==> config.mk <==
export PLATFORM = sky130hd
export DESIGN_NAME = cdb_arbiter
export DESIGN_NICKNAME = d
export VERILOG_FILES = /design/src/rtl/cdb_arbiter.sv
export SDC_FILE = /design/constraint.sdc
export NUM_CORES = 1
export LEC_CHECK = 0
export CELL_PAD_IN_SITES_DETAIL_PLACEMENT = 1
export CELL_PAD_IN_SITES_GLOBAL_PLACEMENT = 1
export CORE_ASPECT_RATIO = 0.5
export CORE_MARGIN = 4
export CORE_UTILIZATION = 35
export CTS_BUF_LIST = sky130_fd_sc_hd__clkbuf_4 sky130_fd_sc_hd__clkbuf_8
export CTS_CLUSTER_SIZE = 14
export DETAILED_ROUTE_END_ITERATION = 16
export PLACE_DENSITY = 0.75
export SKIP_LAST_GASP = 1
export SLEW_MARGIN = 20
export SYNTH_ARGS = -nofsm -noshare
export SYNTH_HDL_FRONTEND = slang
export SYNTH_SLANG_ARGS = --single-unit
==> constraint.sdc <==
create_clock -name clk -period 5.8 [get_ports clk]
set_input_delay 1.16 -clock clk [delete_from_list [all_inputs] [get_ports clk]]
set_output_delay 1.16 -clock clk [all_outputs]
set_load 0.01 [all_outputs]
==> src/rtl/cdb_arbiter.sv <==
// Common Data Bus arbiter: one-entry holding register per producer (ALU,
// MUL/DIV, load unit), round-robin selection among pending entries and a
// registered single-result-per-cycle broadcast onto the CDB.
module cdb_arbiter #(
   parameter int NUM_SRC = 3,
   parameter int TAG_W   = 4,
   parameter int DATA_W  = 32
) (
   input  logic                      clk,
   input  logic                      rst,
   input  logic                      flush,
   input  logic [NUM_SRC-1:0]        src_valid,
   input  logic [NUM_SRC*TAG_W-1:0]  src_tag,
   input  logic [NUM_SRC*DATA_W-1:0] src_data,
   output logic [NUM_SRC-1:0]        src_ready,
   output logic                      cdb_valid,
   output logic [TAG_W-1:0]          cdb_tag,
   output logic [DATA_W-1:0]         cdb_data
);

   localparam int PTR_W = (NUM_SRC > 1) ? $clog2(NUM_SRC) : 1;

   logic [NUM_SRC-1:0] hold_v;
   logic [TAG_W-1:0]   hold_tag  [NUM_SRC];
   logic [DATA_W-1:0]  hold_data [NUM_SRC];

   logic [PTR_W-1:0]   rr_ptr;
   logic [PTR_W-1:0]   winner;
   logic [PTR_W-1:0]   next_ptr;
   logic [PTR_W-1:0]   scan_idx;
   logic [PTR_W:0]     scan_sum;
   logic               found;
   logic [NUM_SRC-1:0] grant;
   logic [NUM_SRC-1:0] capture;

   // Round-robin scan of pending entries starting at rr_ptr; first hit wins.
   always_comb begin
      grant    = '0;
      winner   = '0;
      found    = 1'b0;
      scan_sum = '0;
      scan_idx = '0;
      for (int k = 0; k < NUM_SRC; k++) begin
         scan_sum = {1'b0, rr_ptr} + (PTR_W+1)'(k);
         if (scan_sum >= (PTR_W+1)'(NUM_SRC))
            scan_sum = scan_sum - (PTR_W+1)'(NUM_SRC);
         scan_idx = scan_sum[PTR_W-1:0];
         if (!found && hold_v[scan_idx]) begin
            found           = 1'b1;
            grant[scan_idx] = 1'b1;
            winner          = scan_idx;
         end
      end
   end

   assign next_ptr = (winner == PTR_W'(NUM_SRC-1)) ? '0 : winner + 1'b1;

   // A source may refill in the same cycle its current entry wins the bus.
   assign src_ready = ~hold_v | grant;

   // Tag 0 means "no producer": the handshake completes but nothing is stored.
   always_comb begin
      capture = '0;
      for (int i = 0; i < NUM_SRC; i++)
         capture[i] = src_valid[i] & src_ready[i] & (src_tag[i*TAG_W +: TAG_W] != '0);
   end

   // Holding-register occupancy: flush wins over capture, capture over grant.
   always_ff @(posedge clk or posedge rst) begin
      if (rst) begin
         hold_v <= '0;
      end else if (flush) begin
         hold_v <= '0;
      end else begin
         for (int i = 0; i < NUM_SRC; i++) begin
            if (capture[i])
               hold_v[i] <= 1'b1;
            else if (grant[i])
               hold_v[i] <= 1'b0;
         end
      end
   end

   // Holding-register payload; qualified by hold_v so it needs no reset.
   always_ff @(posedge clk) begin
      for (int i = 0; i < NUM_SRC; i++) begin
         if (capture[i] && !flush) begin
            hold_tag[i]  <= src_tag[i*TAG_W +: TAG_W];
            hold_data[i] <= src_data[i*DATA_W +: DATA_W];
         end
      end
   end

   // Round-robin pointer advances past the winner; untouched by flush.
   always_ff @(posedge clk or posedge rst) begin
      if (rst)
         rr_ptr <= '0;
      else if (!flush && (|grant))
         rr_ptr <= next_ptr;
   end

   // Registered broadcast; tag/data keep their last value while idle.
   always_ff @(posedge clk or posedge rst) begin
      if (rst) begin
         cdb_valid <= 1'b0;
         cdb_tag   <= '0;
         cdb_data  <= '0;
      end else if (flush) begin
         cdb_valid <= 1'b0;
      end else begin
         cdb_valid <= |hold_v;
         if (|hold_v) begin
            cdb_tag  <= hold_tag[winner];
            cdb_data <= hold_data[winner];
         end
      end
   end

endmodule

==> results.md <==
- Ys async rst share: 28.0%
- ANT cells: 0
- CP top delay family: buffers and inverters
- Synth-to-Final Area Change: 37.1%
- CP startpoint kind: flip-flop
- Crit Path Class: flip-flop to primary output
- Placement row count: 33
- Outcome: finished, final reports clean
- CTS tree: done
- Critical path cell sequence: inv_1 > ha_1 > mux2i_1 > o21ai_0 > nand2_1 > o21a_1 > o221ai_1 > clkdlybuf4s50_1
- Post-Layout Cell Count: 786
- Sequential Power Share: 41.5%
- Root Driver: clkbuf_8
- Skew-Pair Late Insertion Delay: 0.44 ns
- Largest net degree at the start of global routing: 43
- Fin crit period: 4.07 ns
- Cell with the largest stage delay on the worst path: clkdlybuf4s50_1
- Buf/Inv on CP: 2
- Max Cap Viol: 0
- Initial antenna violation count: 0
- Cts repair resizes: 0
- Syn_nets: 508
- Area leader, netlist: edfxtp_1
- Fin. max-slew vios: 0
- Hold_buf cts: 0
- Mux contribution to synthesized area: 7.20%
- Total Wirelength: 15.8 mm
- Pre-antenna DRT Iters: 4
- Mean Syn Cell Area: 15.1 µm²
- Min Hold Slack: 0.503 ns
- RSZ-0062 raised after global routing: false
- Die Wd: 191 µm
- Largest family of logic cells by synthesized area: compound AO/OA/AOI/OAI gates
- Fill count: 1,669
- Post-synthesis xor/xnor area fraction: 0%
- Max incr delay on CP: 0.62 ns
- I/O pins: 154
- Inserted Clock Buffers: 17
- Commonest cells in the netlist: 108 x edfxtp_1, 77 x nand2_1, 42 x dfrtp_1, 41 x mux2i_1, 37 x o221ai_1
- CP Max Fanout: 10
- Post-DRT Antenna Nets: 0
- # nets final: 664
- Critical path arrival: 2.91 ns
- Core area: 0.0164 mm²
- Final setup fails: 0
- Vias in the first global route: 4,279
- Post-DP Area: 0.00765 mm²
- Area of the multi-input gates: 0.00144 mm²
- DR WL/cell: 20.1 µm
- Sequential share of the synthesized area: 72.9%
- Total gr overflow: 0
- Final period util: 70.2%
- CTS H-Tree Depth: 4
- Pwr per Cell Area: 443 mW/mm²
- Combinational share of power: 34.4%
- Post-synth EDFFs: 108
- Clock slew at reported path FFs: 0.08 ns
- Detail Placement HPWL: 10.7 mm
- Leak Pwr: 2.91 nW
- Most used DFF post-synth: edfxtp_1
- Drt first-iter violations: 192
- Fin. Hold Viols: 0
- Overall routing resource usage: 16.9%
- FF+latch area: 0.00429 mm²
- Clk_skew: 0.0166 ns
- Drt drc: 0
- Vias per cell: 4.94
- Pint: 2.40 mW
- Synth Area in Adders: 0.850%
- CP Capture Type: primary output
- # port buffers: 153
- Chip height: 99.7 µm
- Yosys reg bits: 150
- TNS Setup: 0 ns
- Die area: 0.0191 mm²
- Vias: 3,881
- Max Fclk: 246 MHz
- CP required: 4.64 ns
- Share of cells above drive strength 1: 8.94%
- Net Sw Frac: 32.8%
- Simple-Gate Fraction of Synth Area: 7.88%
- Cell Area, Synth: 0.00589 mm²
- CTS sink cnt: 150
- Most common cell in the synthesized netlist: edfxtp_1
- Actual slew at the worst max-slew pin: 0.932 ns
- Peak supply drop: 0.178 mV
- Yosys warns: 0
- Power share of the clock group: 24.1%
- Unique masters post-synth: 33
- Top-area cell type share of the netlist area: 55.1%
- Synth Area in Compound Gates: 8.05%
- Sw power: 1.17 mW
- Synth area leaders: edfxtp_1 55%, dfrtp_1 18%, mux2i_1 7.0%
- Placer Congestion: 0.786
- Fin util: 49.1%
- Placed insts: 754
- Postcts setup bufs: 0
- Cell area after layout: 0.00808 mm²
- First-pass GRT wire length: 24.5 mm
- Cells after Synth: 390
- Worst rel slew slack: 37.8%
- Initial core utilization: 35.8%
- HP Class: flip-flop to flip-flop
- CTS Buffer Depth: 2
kinds of logic (layout without fill, tap and decap cells):
| kind of cell | count (synthesis) | after routing |
|---|---|---|
| AO/OA/AOI/OAI | 56 | 56 |
| adder cells (fa/ha/maj) | 4 | 4 |
| buffers and inverters | 33 | 202 |
| flip-flops | 150 | 150 |
| multiplexers | 42 | 42 |
| AND/OR/NAND/NOR | 105 | 105 |
path summary, 6_finish.rpt:
check | endpoint | cells past startpoint | from | slack [ns]
setup / recovery | src_ready[2] | 8 | rr_ptr[0]$_DFFE_PP0P_ | 1.73
hold / removal | cdb_tag[0]$_DFFE_PP0P_ | 2 | cdb_tag[0]$_DFFE_PP0P_ | 0.50
setup reg to reg | cdb_data[0]$_DFFE_PP0P_ | 8 | rr_ptr[0]$_DFFE_PP0P_ | 2.69
hold reg to reg | cdb_tag[0]$_DFFE_PP0P_ | 2 | cdb_tag[0]$_DFFE_PP0P_ | 0.50
max in group asynchronous | cdb_data[9]$_DFFE_PP0P_ | 3 | rst | 4.16
min in group asynchronous | cdb_data[30]$_DFFE_PP0P_ | 3 | rst | 1.19
registers in the layout, indices dropped and copies added, names as in the netlist:
name	count
rr_ptr	2
cdb_valid	1
cdb_data	32
hold_data	96
cdb_tag	4
hold_v	3
hold_tag	12
cell type report:
class                   count  share of cell area (%)
flip-flops and latches    150                    53.2
repair buffers            161                    19.8
multi-input cells         207                    17.8
well taps                 227                    3.52
clock buffers              17                    2.90
clock inverters            15                    2.40
inverters                   9                   0.418
placed cells by master, fill, tap and decap left out, types with 5 or more instances in the layout:
cell / Yosys / final
buf_4: 4 / 7
clkbuf_8: 0 / 17
clkdlybuf4s50_1: 0 / 153
dfrtp_1: 42 / 42
edfxtp_1: 108 / 108
inv_1: 9 / 8
inv_6: 0 / 5
mux2i_1: 41 / 41
nand2_1: 77 / 77
nand2b_1: 5 / 5
o21ai_0: 8 / 8
o221ai_1: 37 / 37
routing by layer:
layer	share of wire, %	global-route usage, %	wire (µm)	up-vias
met5	0	0	0	-
met4	1.8	4.96	291	0
met3	4.6	4.10	723	28
met2	52	29.7	8160	88
met1	42	20.8	6600	1984
li1	-	-	-	1781
power by group through the flow:
stage               sequential [mW]  combinational, mW  clock [mW]
floorplan                      1.54              0.671           0
global placement               1.50               1.21           0
detailed placement             1.51               1.26           0
CTS                            1.49               1.26       0.881
global route                   1.51               1.34       0.929
finish                         1.48               1.23       0.862
per-stage QoR:
step | setup WS, ns | power (mW)
detailed placement | 2.20 | 2.77
finish | 1.73 | 3.58
CTS | 1.71 | 3.63
floorplan | 2.04 | 2.21
global placement | 2.25 | 2.71
global route | 1.49 | 3.78
worst min-delay path: cells and delay by family (launching register included):
family / cells / cell delay [ns]
AO/OA/AOI/OAI: 1 / 0.06
flip-flops: 1 / 0.35
AND/OR/NAND/NOR: 1 / 0.05
(Power assumes the default switching activity.)
